`src/rtl/hourglass_pkg.sv`:
```
// Shared definitions for the hourglass display: FSM state encoding, default sand
// geometry and the pixel coordinate width used by the sequencer, renderers and VGA top.
package hourglass_pkg;

    localparam int HG_TICK_DIV = 2_500_000;
    localparam int HG_SAND_H   = 69;
    localparam int HG_W        = 11;

    typedef enum logic [1:0] {
        ST_IDLE  = 2'b00,
        ST_RUN   = 2'b01,
        ST_PAUSE = 2'b10,
        ST_DONE  = 2'b11
    } hg_state_t;

endpackage

```
`src/rtl/sand_tick_prescaler.sv`:
```
// Free-running divider producing a 1-cycle sand tick every TICK_DIV enabled cycles.
// The tick is combinational from the count so a same-cycle frame_end can commit it.
module sand_tick_prescaler #(
    parameter int TICK_DIV = 4
) (
    input  logic clk,
    input  logic srst,
    input  logic i_en,
    input  logic i_clr,
    output logic o_tick
);
    localparam int CW = (TICK_DIV > 2) ? $clog2(TICK_DIV) : 1;
    localparam logic [CW-1:0] CNT_LAST = CW'(TICK_DIV - 1);

    logic [CW-1:0] r_cnt;

    assign o_tick = i_en && !i_clr && (r_cnt == CNT_LAST);

    always_ff @(posedge clk) begin
        if (srst || i_clr) begin
            r_cnt <= '0;
        end else if (i_en) begin
            r_cnt <= o_tick ? '0 : r_cnt + CW'(1);
        end
    end

endmodule

```
`src/rtl/hourglass_sequencer.sv`:
```
// Hourglass time base: owns the fallen-sand level and FSM, commits level changes only on
// frame_end, and registers the fill thresholds for the upper and lower sand renderers.
module hourglass_sequencer
    import hourglass_pkg::*;
#(
    parameter int TICK_DIV = HG_TICK_DIV,
    parameter int SAND_H   = HG_SAND_H,
    parameter int W        = HG_W
) (
    input  logic         clk,
    input  logic         BTN_S,
    input  logic         btn_start,
    input  logic         btn_flip,
    input  logic         frame_end,
    input  logic [W-1:0] ori_row,
    input  logic [W-1:0] up_top_row,
    output logic [W-1:0] lower_row,
    output logic [W-1:0] upper_row,
    output logic [1:0]   state,
    output logic         done
);
    localparam int LW = $clog2(SAND_H + 1);
    localparam logic [LW-1:0] LVL_FULL = LW'(SAND_H);

    hg_state_t     r_state;
    logic [LW-1:0] r_level;
    logic          r_pending;
    logic          r_done;
    logic [W-1:0]  r_lower_row;
    logic [W-1:0]  r_upper_row;

    logic w_flip_act;
    logic w_tick_en;
    logic w_tick_clr;
    logic w_tick;
    logic w_commit;

    assign w_flip_act = btn_flip && (r_state == ST_RUN || r_state == ST_PAUSE);
    assign w_tick_en  = (r_state == ST_RUN);
    assign w_tick_clr = (r_state == ST_IDLE) || (r_state == ST_DONE) || w_flip_act;
    assign w_commit   = frame_end && (r_pending || w_tick);

    sand_tick_prescaler #(
        .TICK_DIV (TICK_DIV)
    ) u_prescaler (
        .clk    (clk),
        .srst   (BTN_S),
        .i_en   (w_tick_en),
        .i_clr  (w_tick_clr),
        .o_tick (w_tick)
    );

    always_ff @(posedge clk) begin
        if (BTN_S) begin
            r_state   <= ST_IDLE;
            r_level   <= '0;
            r_pending <= 1'b0;
            r_done    <= 1'b0;
        end else begin
            case (r_state)
                ST_IDLE: begin
                    r_pending <= 1'b0;
                    if (btn_start && !btn_flip) begin
                        r_state <= ST_RUN;
                    end
                end
                ST_RUN, ST_PAUSE: begin
                    if (w_flip_act) begin
                        // Inverting swaps fallen and remaining sand; applied at once.
                        r_level   <= LVL_FULL - r_level;
                        r_pending <= 1'b0;
                    end else if (r_level == LVL_FULL) begin
                        r_state   <= ST_DONE;
                        r_done    <= 1'b1;
                        r_pending <= 1'b0;
                    end else if (r_state == ST_RUN) begin
                        if (w_commit) begin
                            r_level   <= r_level + LW'(1);
                            r_pending <= 1'b0;
                            if (r_level + LW'(1) == LVL_FULL) begin
                                r_state <= ST_DONE;
                                r_done  <= 1'b1;
                            end else if (btn_start) begin
                                r_state <= ST_PAUSE;
                            end
                        end else begin
                            if (w_tick) begin
                                r_pending <= 1'b1;
                            end
                            if (btn_start) begin
                                r_state <= ST_PAUSE;
                            end
                        end
                    end else if (btn_start) begin
                        r_state <= ST_RUN;
                    end
                end
                default: begin
                    r_pending <= 1'b0;
                    if (btn_flip) begin
                        r_state <= ST_RUN;
                        r_level <= '0;
                        r_done  <= 1'b0;
                    end else if (btn_start) begin
                        r_state <= ST_IDLE;
                        r_level <= '0;
                        r_done  <= 1'b0;
                    end
                end
            endcase
        end
    end

    always_ff @(posedge clk) begin
        if (BTN_S) begin
            r_lower_row <= ori_row + W'(1);
            r_upper_row <= up_top_row;
        end else begin
            r_lower_row <= ori_row + W'(1) - W'(r_level);
            r_upper_row <= up_top_row + W'(r_level);
        end
    end

    assign lower_row = r_lower_row;
    assign upper_row = r_upper_row;
    assign state     = r_state;
    assign done      = r_done;

endmodule
```
`config.mk`:
```
export PLATFORM = sky130hd
export DESIGN_NAME = hourglass_sequencer
export DESIGN_NICKNAME = d
export VERILOG_FILES = /design/src/rtl/hourglass_pkg.sv /design/src/rtl/sand_tick_prescaler.sv /design/src/rtl/hourglass_sequencer.sv
export SDC_FILE = /design/constraint.sdc
export NUM_CORES = 1
export LEC_CHECK = 0
export CAP_MARGIN = 40
export CELL_PAD_IN_SITES_DETAIL_PLACEMENT = 1
export CELL_PAD_IN_SITES_GLOBAL_PLACEMENT = 2
export CORE_UTILIZATION = 32
export CTS_CLUSTER_DIAMETER = 50
export DETAILED_ROUTE_END_ITERATION = 6
export PLACE_DENSITY = 0.86
export SYNTH_ARGS = -nofsm -noshare
export SYNTH_HDL_FRONTEND = slang
export SYNTH_SLANG_ARGS = --single-unit
```
`constraint.sdc`:
```
create_clock -name clk -period 2.77 [get_ports clk]
set_input_delay 0.554 -clock clk [delete_from_list [all_inputs] [get_ports clk]]
set_output_delay 0.554 -clock clk [all_outputs]
set_load 0.01 [all_outputs]
```
==> out/metrics.yaml <==
grt_overflow: 0
avgSynthCellArea_sq_um: 8.27
num_antenna_cells: 0
hold_path.class: "register to register"
synth_fp_nets: 469
drcViolationCount: 0
path_max_fanout: 4
die_h_um: 106
maxSlewViolCount: 0
ys_types: 55
mostFrequentLayoutCells: "55 x dfxtp_1, 51 x clkdlybuf4s50_1, 46 x nor2_1, 39 x nand2_1, 33 x buf_4"
start_util_pct: 33.1
min_period_over_period_pct: 95.4
synth_area_leaders: "dfxtp_1 32%, ha_1 9.1%, xor2_1 6.4%"
slew_headroom_pct: 64.9
routabilityCongestion: 0.765
cts_tree: "yes"
clk_path_buf_depth: 2
viasPerCell: 5.18
rrSetupSlack_ns: 0.43
first_pass_iters: 4
fin_util_pct: 43.6
netlist_instances: 415
critPathRequiredTime_ns: 3.03
synth-seq-cells: 55
worstHoldStart: "r_pending"
grt_pass1_vias: 3383
min_period_ns: 2.64
power_leakage_nw: 1.71
layout_commonest_cell: "dfxtp_1"
pwr_density_cell_nw_per_um2: 411
pin_count: 52
yosysTopAreaCell: "dfxtp_1"
antenna_found_initial: 0
dp_cells: 625
maxCapViolCount: 0
r2r-end: "upper_row[8]"
cp.arrival_ns: 2.90
portBuffers: 51
synth_top_area_share_pct: 32.1
core_area_sq_um: 10400
ant_nets: 0
finalSetupViolations: 0
worstSkewPairLatency_ns: 0.32
path_class: "primary input to register"
grt_pass1_wl_mm: 15.7
cts_buffers: 5
hold_viol_final: 0
clock_sinks: 55
synth-edff-count: 0
skew_ns: 0.00525
critical_path.startpoint: "ori_row[0]"
drt_iter0_drc: 103
yosysSeqAreaShare_pct: 32.1
rsz0062_at_grt: "yes"
die_w_um: 106
ir_drop_v: 0.000211
reg2reg_depth: 9
rows: 37
ys.flop_type: "dfxtp_1"
cts_root_buf: "clkbuf_8"
start_kind: "primary input"
place_hpwl_mm: 7.05
r2r-start: "r_level[0]"
htreeDepth: 2
endpoint: "lower_row[9]"
wl_per_cell_um: 14.5
cts_hold_buf: 0
yosys_warnings: 0
finalWirelength_mm: 9.20
die-area_sq_um: 11100
clkTransAtPathRegs_ns: 0.10
finalPower_mw: 1.86
fmax_mhz: 378
grt_max_degree: 48
synthArstFlopShare_pct: 0
final_cells: 634
syn_to_final_growth_pct: 31.7
outcome: "complete, no violations"
nets: 551
syn_area_sq_um: 3430
timing_worst_slew_pin_value_ns: 0.523
final.setup.tns_ns: 0
drive_gt1_share_pct: 12.9
cp-end-kind: "register"
track_usage_pct: 17.4
num_vias: 3286
==> worst min path at each step <==
stage,to,slack [ns],cells past startpoint
floorplan,r_pending,0.43,1
global placement,r_pending,0.44,1
detailed placement,r_pending,0.45,1
CTS,r_pending,0.48,1
global route,r_pending,0.51,1
finish,r_pending,0.48,1
==> report_power, final <==
part	switching [mW]	internal [mW]
clock network	0.274	0.228
logic	0.254	0.253
registers	0.0175	0.833
total	0.546	1.31
==> state kept, by name, summed over array words and instances, names as in the netlist <==
| register | count |
|---|---|
| lower_row | 11 |
| u_prescaler.r_cnt | 22 |
| state | 2 |
| r_pending | 1 |
| r_level | 7 |
| done | 1 |
| upper_row | 11 |
==> Yosys cell counts, types with 2 or more instances <==
master,n
a211oi_1,5
a21boi_0,4
a21oi_1,18
a31oi_1,2
and2_1,2
and3_1,9
clkbuf_1,10
dfxtp_1,55
fa_1,2
ha_1,25
inv_1,22
mux2_2,3
mux2i_1,8
nand2_1,39
nand2b_1,2
nand3_1,12
nand3b_1,2
nand4_1,13
nand4b_1,2
nor2_1,48
nor2b_1,4
nor3_1,11
nor3b_1,2
nor4_1,3
o211ai_1,3
o21ai_0,21
o31ai_1,6
o41ai_1,2
or2_1,3
or3_1,8
or4_1,4
xnor2_1,18
xor2_1,25
==> repair_timing <==
item	in CTS	in global routing
pin swaps	1	6
resized for setup	3	11
setup buffers	0	1
setup endpoints to repair	1	5
==> layout make-up <==
class,instances,area [sq um]
Sequential cell,55,1100
Inverter,22,82.6
Clock inverter,1,7.51
Clock buffer,7,96.3
Timing Repair Buffer,86,798
Tap cell,136,170
Multi-Input combinational cell,327,2270
Fill cell,1252,5850
==> worst max-delay path: stages <==
cell	delay [ns]
clkdlybuf4s50_1	0.48
buf_4	0.13
nand4_1	0.14
nor2_2	0.12
xor2_1	0.22
ha_1	0.29
or2_4	0.28
a21boi_2	0.15
inv_1	0.08
and2_1	0.19
o32ai_2	0.11
xor2_1	0.16
==> per-layer routing <==
layer	share of wire, %	track usage (%)
met1	45	21.4
met2	51	31.4
met3	2.6	2.41
met4	1.4	5.16
met5	0	0
==> cells by family (layout without fill, tap and decap cells) <==
group | after synthesis | count (layout) | synth area share [%]
flops | 55 | 55 | 32.1
simple gates | 171 | 171 | 25.6
compound gates | 75 | 75 | 14.1
mux | 11 | 11 | 3.32
xor+xnor | 43 | 43 | 11.0
fa+ha+maj | 27 | 27 | 10.3
buf+inv | 33 | 116 | 3.61
==> through the flow <==
step	worst slack [ns]	instance area, sq um	hold slack, ns
after global routing	-0.0543	4520	0.511
final	0.127	4520	0.476
after detailed placement	-0.419	4350	0.454
after CTS	0.00208	4470	0.477
after floorplan	0.370	3430	0.432
after global placement	-0.250	4350	0.441
(Power assumes the default switching activity.)
